[src/rtl/neuron_mac.sv]
// neuron_mac: single-neuron multiply-accumulate with bias, ReLU and saturation.
// Latency: last accept in cycle t -> DRAIN t+1 -> FINISH t+2 -> out_valid from t+3; one activation/cycle.
// Backpressure: in_ready drops outside ACCUM; out_data holds while out_valid && !out_ready.
// Ports: clk/rst (async active-high); in_valid/in_data/in_ready activation stream;
//        bias (sampled in FINISH); weight_rd_en/addr/data to a 1-cycle-latency weight memory;
//        out_valid/out_data/out_ready result handshake; busy = frame or product in flight.
module neuron_mac #(
  parameter int NUM_INPUTS = 5,
  parameter int DATA_WIDTH = 16,
  parameter int FRAC_BITS  = 8,
  parameter int ADDR_WIDTH = 10,
  parameter int BASE_ADDR  = 0,
  parameter int ACC_WIDTH  = 40
) (
  input  logic                  clk,
  input  logic                  rst,
  input  logic                  in_valid,
  input  logic [DATA_WIDTH-1:0] in_data,
  output logic                  in_ready,
  input  logic [DATA_WIDTH-1:0] bias,
  output logic                  weight_rd_en,
  output logic [ADDR_WIDTH-1:0] weight_rd_addr,
  input  logic [DATA_WIDTH-1:0] weight_rd_data,
  output logic                  out_valid,
  output logic [DATA_WIDTH-1:0] out_data,
  input  logic                  out_ready,
  output logic                  busy
);

  typedef enum logic [1:0] {ACCUM, DRAIN, FINISH, OUT} state_t;

  localparam int IDX_W = (NUM_INPUTS > 1) ? $clog2(NUM_INPUTS) : 1;
  localparam int PW    = 2 * DATA_WIDTH;
  localparam logic signed [ACC_WIDTH-1:0] SAT_MAX =
    $signed({{(ACC_WIDTH-DATA_WIDTH+1){1'b0}}, {(DATA_WIDTH-1){1'b1}}});

  state_t                       state_q;
  logic [IDX_W-1:0]             idx_q;
  logic signed [ACC_WIDTH-1:0]  acc_q;
  logic signed [DATA_WIDTH-1:0] act_q;
  logic                         pend_q;
  logic                         out_valid_q;
  logic [DATA_WIDTH-1:0]        out_data_q;
  logic [ADDR_WIDTH-1:0]        addr_q;

  logic                         accept;
  logic [ADDR_WIDTH-1:0]        addr_d;
  logic signed [PW-1:0]         prod;
  logic signed [ACC_WIDTH-1:0]  prod_ext;
  logic signed [ACC_WIDTH-1:0]  bias_ext;
  logic signed [ACC_WIDTH-1:0]  sum_s;
  logic signed [ACC_WIDTH-1:0]  res_r;
  logic signed [ACC_WIDTH-1:0]  acc_d;
  logic [DATA_WIDTH-1:0]        out_data_d;

  // Accepts are blocked while reset is held so no read escapes during reset.
  assign in_ready       = (state_q == ACCUM) && !rst;
  assign accept         = in_valid && in_ready;
  assign addr_d         = ADDR_WIDTH'(BASE_ADDR) + ADDR_WIDTH'(idx_q);
  assign weight_rd_en   = accept;
  assign weight_rd_addr = accept ? addr_d : addr_q;
  assign out_valid      = out_valid_q;
  assign out_data       = out_data_q;
  assign busy           = !((state_q == ACCUM) && (idx_q == '0) && !pend_q);

  // Product of the activation registered on the previous accept and the weight
  // the memory returns this cycle; both operands signed, full-width result.
  assign prod     = act_q * $signed(weight_rd_data);
  assign prod_ext = {{(ACC_WIDTH-PW){prod[PW-1]}}, prod};
  assign acc_d    = pend_q ? (acc_q + prod_ext) : acc_q;

  // Bias is aligned to the product's 2*FRAC_BITS fraction before adding, then the
  // sum is shifted back to FRAC_BITS (floor) and clamped into [0, max positive].
  assign bias_ext = {{(ACC_WIDTH-DATA_WIDTH){bias[DATA_WIDTH-1]}}, bias};
  assign sum_s    = acc_q + (bias_ext <<< FRAC_BITS);
  assign res_r    = sum_s >>> FRAC_BITS;

  always_comb begin
    out_data_d = res_r[DATA_WIDTH-1:0];
    if (res_r < 0) begin
      out_data_d = '0;
    end else if (res_r > SAT_MAX) begin
      out_data_d = SAT_MAX[DATA_WIDTH-1:0];
    end
  end

  always_ff @(posedge clk or posedge rst) begin
    if (rst) begin
      state_q     <= ACCUM;
      idx_q       <= '0;
      acc_q       <= '0;
      act_q       <= '0;
      pend_q      <= 1'b0;
      out_valid_q <= 1'b0;
      out_data_q  <= '0;
      addr_q      <= ADDR_WIDTH'(BASE_ADDR);
    end else begin
      acc_q  <= acc_d;
      pend_q <= accept;
      if (accept) begin
        act_q  <= in_data;
        addr_q <= addr_d;
      end
      case (state_q)
        ACCUM: begin
          if (accept) begin
            if (idx_q == IDX_W'(NUM_INPUTS - 1)) begin
              idx_q   <= '0;
              state_q <= DRAIN;
            end else begin
              idx_q <= idx_q + IDX_W'(1);
            end
          end
        end
        DRAIN: begin
          state_q <= FINISH;
        end
        FINISH: begin
          out_valid_q <= 1'b1;
          out_data_q  <= out_data_d;
          state_q     <= OUT;
        end
        OUT: begin
          if (out_ready) begin
            out_valid_q <= 1'b0;
            acc_q       <= '0;
            state_q     <= ACCUM;
          end
        end
        default: state_q <= ACCUM;
      endcase
    end
  end

endmodule
[config.mk]
export PLATFORM = sky130hd
export DESIGN_NAME = neuron_mac
export DESIGN_NICKNAME = d
export VERILOG_FILES = /design/src/rtl/neuron_mac.sv
export SDC_FILE = /design/constraint.sdc
export NUM_CORES = 1
export LEC_CHECK = 0
export CORE_ASPECT_RATIO = 0.5
export CORE_MARGIN = 1.5
export CORE_UTILIZATION = 55
export DETAILED_ROUTE_END_ITERATION = 7
export PLACE_DENSITY_LB_ADDON = 0.25
export SETUP_SLACK_MARGIN = 0.02
export SKIP_CTS_REPAIR_TIMING = 1
export SLEW_MARGIN = 10
export SYNTH_ARGS = -nofsm -noshare
export SYNTH_HDL_FRONTEND = slang
export SYNTH_SLANG_ARGS = --single-unit
[constraint.sdc]
create_clock -name clk -period 7.6 [get_ports clk]
set_input_delay 0.76 -clock clk [delete_from_list [all_inputs] [get_ports clk]]
set_output_delay 0.76 -clock clk [all_outputs]
set_load 0.01 [all_outputs]
# After elaboration in Yosys (flattened, before gate mapping)
# Index checks and enable logic that the tools add are counted.
# W data, S select, Z words.
[totals]
wordCells = 47
reg_bits = 89
[classes]
n_lt_le_gt_ge = 2
reduce_logical = 13
mux = 13
mul = 1
n_eq_ne = 7
n_addsub = 3
[ops]
columns = ["op", "count"]
rows = [
  ["$mux W40", 3],
  ["$add A40 B24 Y40", 1],
  ["$add A40 B32 Y40", 1],
  ["$gt A32 B16 Y1 const B", 1],
  ["$lt A32 B1 Y1 const B", 1],
  ["$mul A16 B16 Y32", 1],
  ["$mux W16", 2],
  ["$mux W10", 1],
  ["$pmux W2 S4", 1],
  ["$mux W2", 3],
  ["$eq A2 B2 Y1 const B", 2],
  ["$logic_and A1 B1 Y1", 4],
  ["$ne A2 B2 Y1 const B", 2],
  ["$reduce_and A2 Y1", 2],
  ["$add A3 B1 Y3 const B", 1],
  ["$eq A3 B3 Y1 const B", 1],
  ["$logic_not A1 Y1", 3],
  ["$logic_not A3 Y1", 1],
  ["$mux W3", 1],
  ["$reduce_and A3 Y1", 1],
  ["$eq A2 B1 Y1 const B", 1],
  ["$logic_not A2 Y1", 1],
  ["$ne A2 B1 Y1 const B", 1],
  ["$pmux W1 S2", 1],
  ["2 further kinds", 2],
]

# Longest topological paths before layout
[logic_depth]
word_depth = 5
depth_mapped = 25

# Worst setup path before layout
# Ideal clock, no wire load.
[synth_timing]
path_kind = "input to register"
start = "input weight_rd_data[1]"
end = "register acc_q[34]"
stages = 24
setup_ns = 0.135
setup_slack_ns = 0.712
arrival_time_ns = 6.754
cell_sequence = "clkbuf_1 > nand2_1 > inv_1 > fa_1 > fa_1 > inv_1 > fa_1 > inv_1 > fa_1 > fa_1 > inv_1 > fa_1 > inv_1 > ha_1 > clkbuf_1 > a21o_1 > a21o_1 > a21o_1 > a21boi_0 > o21ai_0 > o41ai_1 > o21ai_0 > xnor2_1 > o22ai_1"
[synth_via]
elab_chain_len = 5
[synth_rtl]
columns = ["item", "line_no", "rtl"]
rows = [
  ["from (decl)", "23", "input logic [DATA_WIDTH-1:0] weight_rd_data,"],
  ["$mul A16 B16 Y32 *", "68", "assign prod = act_q * $signed(weight_rd_data);"],
  ["$add A40 B32 Y40 *", "70", "assign acc_d = pend_q ? (acc_q + prod_ext) : acc_q;"],
  ["$mux W40 *", "70", ""],
  ["$mux W40", "124", "if (out_ready) begin"],
  ["$mux W40 *", "104", "case (state_q)"],
  ["to (signal assigned)", "91", "acc_q <= '0;"],
  ["to (signal assigned)", "98", "acc_q <= acc_d;"],
  ["to (signal assigned)", "126", "acc_q <= '0;"],
  ["to (decl)", "39", "logic signed [ACC_WIDTH-1:0] acc_q;"],
]
# Every way passes the cells marked *; elsewhere a longest branch is shown, timed or not.
# A chain may end at the register's enable or synchronous reset.

# Final worst setup path
[layout_timing]
start = "input weight_rd_data[5]"
end = "register acc_q[33]"
# Same word-level chain as after synthesis.

==> flow_metrics.py <==
metrics = {
    "status": {
        "status": "complete, no violations",
    },
    "detailed_routing": {
        "drt_iter0_markers": 836,
        "ant_nets": 0,
        "drtPass1Iterations": 7,
        "vias": 13320,
        "drc": 0,
        "viasPerCell": 5.403,
        "wl_per_cell_um": 16.03,
        "routed_wl_um": 39510,
    },
    "synth": {
        "syn_inst": 1967,
        "synth_top_family_by_area": "adder cells",
        "synth.cell_area_mm2": 0.01781,
        "synth_top_area_share": 0.3721,
        "syn-num-nets": 2501,
        "synth.distinct_cells": 75,
        "synthSimpleGateAreaFrac": 0.1455,
        "async_reset_ff_frac": 1.000,
        "avgSynthCellArea_um2": 9.052,
        "synth_xor_area_frac": 0.02459,
        "ys_top_cells_by_area": "fa_1, dfrtp_1, ha_1, inv_1, nand2_1",
        "muxShareOfSynthArea": 0.01300,
        "yosys_warnings": 0,
        "yosysTopAreaCell": "fa_1",
        "synth_seq_cells": 89,
        "synthAdderAreaFrac": 0.4783,
        "seq_area_frac_synth": 0.1251,
        "ys.flop_type": "dfrtp_1",
        "synth_edf_count": 0,
        "synth_compound_gate_area_share": 0.1051,
    },
    "sta": {
        "setup_viol_count_final": 0,
        "slew_viol_final": 0,
        "clock.fmax_mhz": 139.2,
        "period_minus_slack_ns": 7.184,
        "slew-limit-headroom": 0.2551,
        "worst_slew_pin_slew_ns": 1.109,
        "finalClockSkew_ns": 0.01732,
        "finalHoldViolCount": 0,
        "final.setup.tns_ns": 0,
        "period_share": 0.9452,
        "rsz0062_at_grt": "no",
    },
    "die": {
        "rows": 46,
        "die_width_um": 257.5,
        "ios": 82,
        "start_util": 0.5605,
        "die_h_um": 130.2,
        "fp.dieArea_mm2": 0.03353,
        "fp.coreArea_mm2": 0.03177,
    },
    "cts": {
        "clock_latency_ns": 0.38,
        "clk_path_buf_depth": 2,
        "numCtsBuffers": 9,
        "cts.sinks": 89,
        "h-tree-depth": 3,
        "cts-root-buf": "clkbuf_16",
        "cts_tree": "yes",
        "cts.clk_slew.worst_paths_ns": 0.08,
    },
    "final_layout": {
        "syn2layout_area_growth_pct": 9.177,
        "nets": 2561,
        "layout_common_cells": "inv_1, fa_1, nand2_1",
        "drive_gt1_frac": 0.03789,
        "final_common_cell": "inv_1",
    },
    "critical_path": {
        "cp-end-kind": "register",
        "arrival_ns": 7.43,
        "path_max_fanout": 15,
        "crit_required_ns": 7.84,
        "startpoint_type": "primary input",
        "critPathKind": "primary input to register",
    },
    "place": {
        "dp.final_hpwl_um": 33130,
        "port_buffers": 81,
        "gp_congestion": 0.8740,
    },
    "job": {
        "drv_cap": 0,
    },
    "global_route": {
        "overflow": 0,
        "grt_max_degree": 49,
        "grt_pass1_wl_um": 67670,
        "grtUsageTotal": 0.2546,
        "antenna_found_initial": 1,
        "grt_pass1_vias": 13520,
    },
    "hold_path": {
        "hp-class": "register to register",
    },
}
[flip-flops by register name, summed over array words and instances (netlist names)]
signal     flops
idx_q          3
out_data      16
act_q         16
out_valid      1
pend_q         1
state_q        2
addr_q        10
acc_q         40
[final timing paths]
| kind | from | endpoint | slack [ns] | cells past startpoint |
|---|---|---|---|---|
| worst max register to register | act_q[12] | acc_q[33] | 0.70 | 22 |
| max in group asynchronous | rst | pend_q | 5.55 | 3 |
| worst min-delay path | addr_q[8] | addr_q[8] | 0.49 | 1 |
| worst max-delay path | weight_rd_data[5] | acc_q[33] | 0.42 | 23 |
| worst min register to register | addr_q[8] | addr_q[8] | 0.49 | 1 |
| min in group asynchronous | rst | out_data[0] | 0.90 | 2 |
[Yosys cell counts (5+ instances only)]
cell,number
a211oi_1,9
a21o_1,38
a21oi_1,70
a21oi_2,10
and2_1,124
and3_1,5
buf_6,5
clkbuf_1,57
dfrtp_1,89
fa_1,331
ha_1,151
inv_1,434
mux2i_1,22
nand2_1,242
nand2b_1,5
nand3_1,23
nand4_1,10
nor2_1,79
nor2b_1,6
nor3_1,16
nor3b_1,6
o2111ai_1,5
o211ai_1,13
o21a_1,8
o21ai_0,49
o21ai_1,12
o21bai_1,7
o22ai_1,9
o31ai_1,6
xnor2_1,35
xor2_1,15
[final cells by class]
| cell class | count | area (µm²) |
|---|---|---|
| Antenna cell | 1 | 2.502 |
| Clock buffer | 9 | 225.2 |
| Clock inverter | 7 | 81.33 |
| Fill cell | 2803 | 12330 |
| Inverter | 435 | 1634 |
| Multi-Input combinational cell | 1375 | 13650 |
| Sequential cell | 89 | 2228 |
| Tap cell | 432 | 540.5 |
| Timing Repair Buffer | 117 | 1081 |
[cells by family (layout without fill, tap and decap cells)]
kind of cell               Yosys count  count (layout)
buffers and inverters              503             568
adders and majority gates          482             482
DFF                                 89              89
AOI/OAI and AO/OA                  279             279
other                                0               1
and+or+nand+nor                    541             541
xor gates and xnor gates            50              50
muxes                               23              23
[worst max-delay path: stages]
cell,delay (ns)
clkdlybuf4s50_1,0.82
nand2_1,0.16
fa_1,0.54
inv_1,0.05
fa_1,0.48
inv_1,0.06
fa_1,0.50
inv_1,0.05
fa_1,0.51
fa_1,0.49
inv_1,0.05
fa_1,0.48
inv_1,0.04
ha_1,0.34
a21o_1,0.20
a21o_1,0.17
a21oi_1,0.22
o21ai_0,0.16
a32o_1,0.30
o31ai_1,0.40
nand2_1,0.13
a2111oi_0,0.41
a211oi_1,0.10
[layer usage]
metal	vias up	GRT usage	part of all wire	wire length, µm
li1	6229	-	-	-
met2	324	0.4276	0.48	19000
met1	6718	0.3566	0.45	17840
met4	0	0.05160	0.016	620
met5	-	0	0	0
met3	48	0.03671	0.052	2046
[metrics by stage]
step           instance area (µm²)  setup slack [ns]  hold WS [ns]  instances    util
4_1_cts                      19440            0.4549        0.4900       2464  0.6118
3_5_place_dp                 19130           0.08109        0.4662       2448  0.6022
5_1_grt                      19440            0.1163        0.4979       2464  0.6118
6_report                     19440            0.4162        0.4877       2465  0.6119
2_1_floorplan                17810            0.7115        0.4931       1967       -
3_3_place_gp                 19130            0.1749        0.4557       2448  0.6022
Power is not shown: default switching activity piles up to over one toggle a cycle in this logic, so the estimate is an artifact.
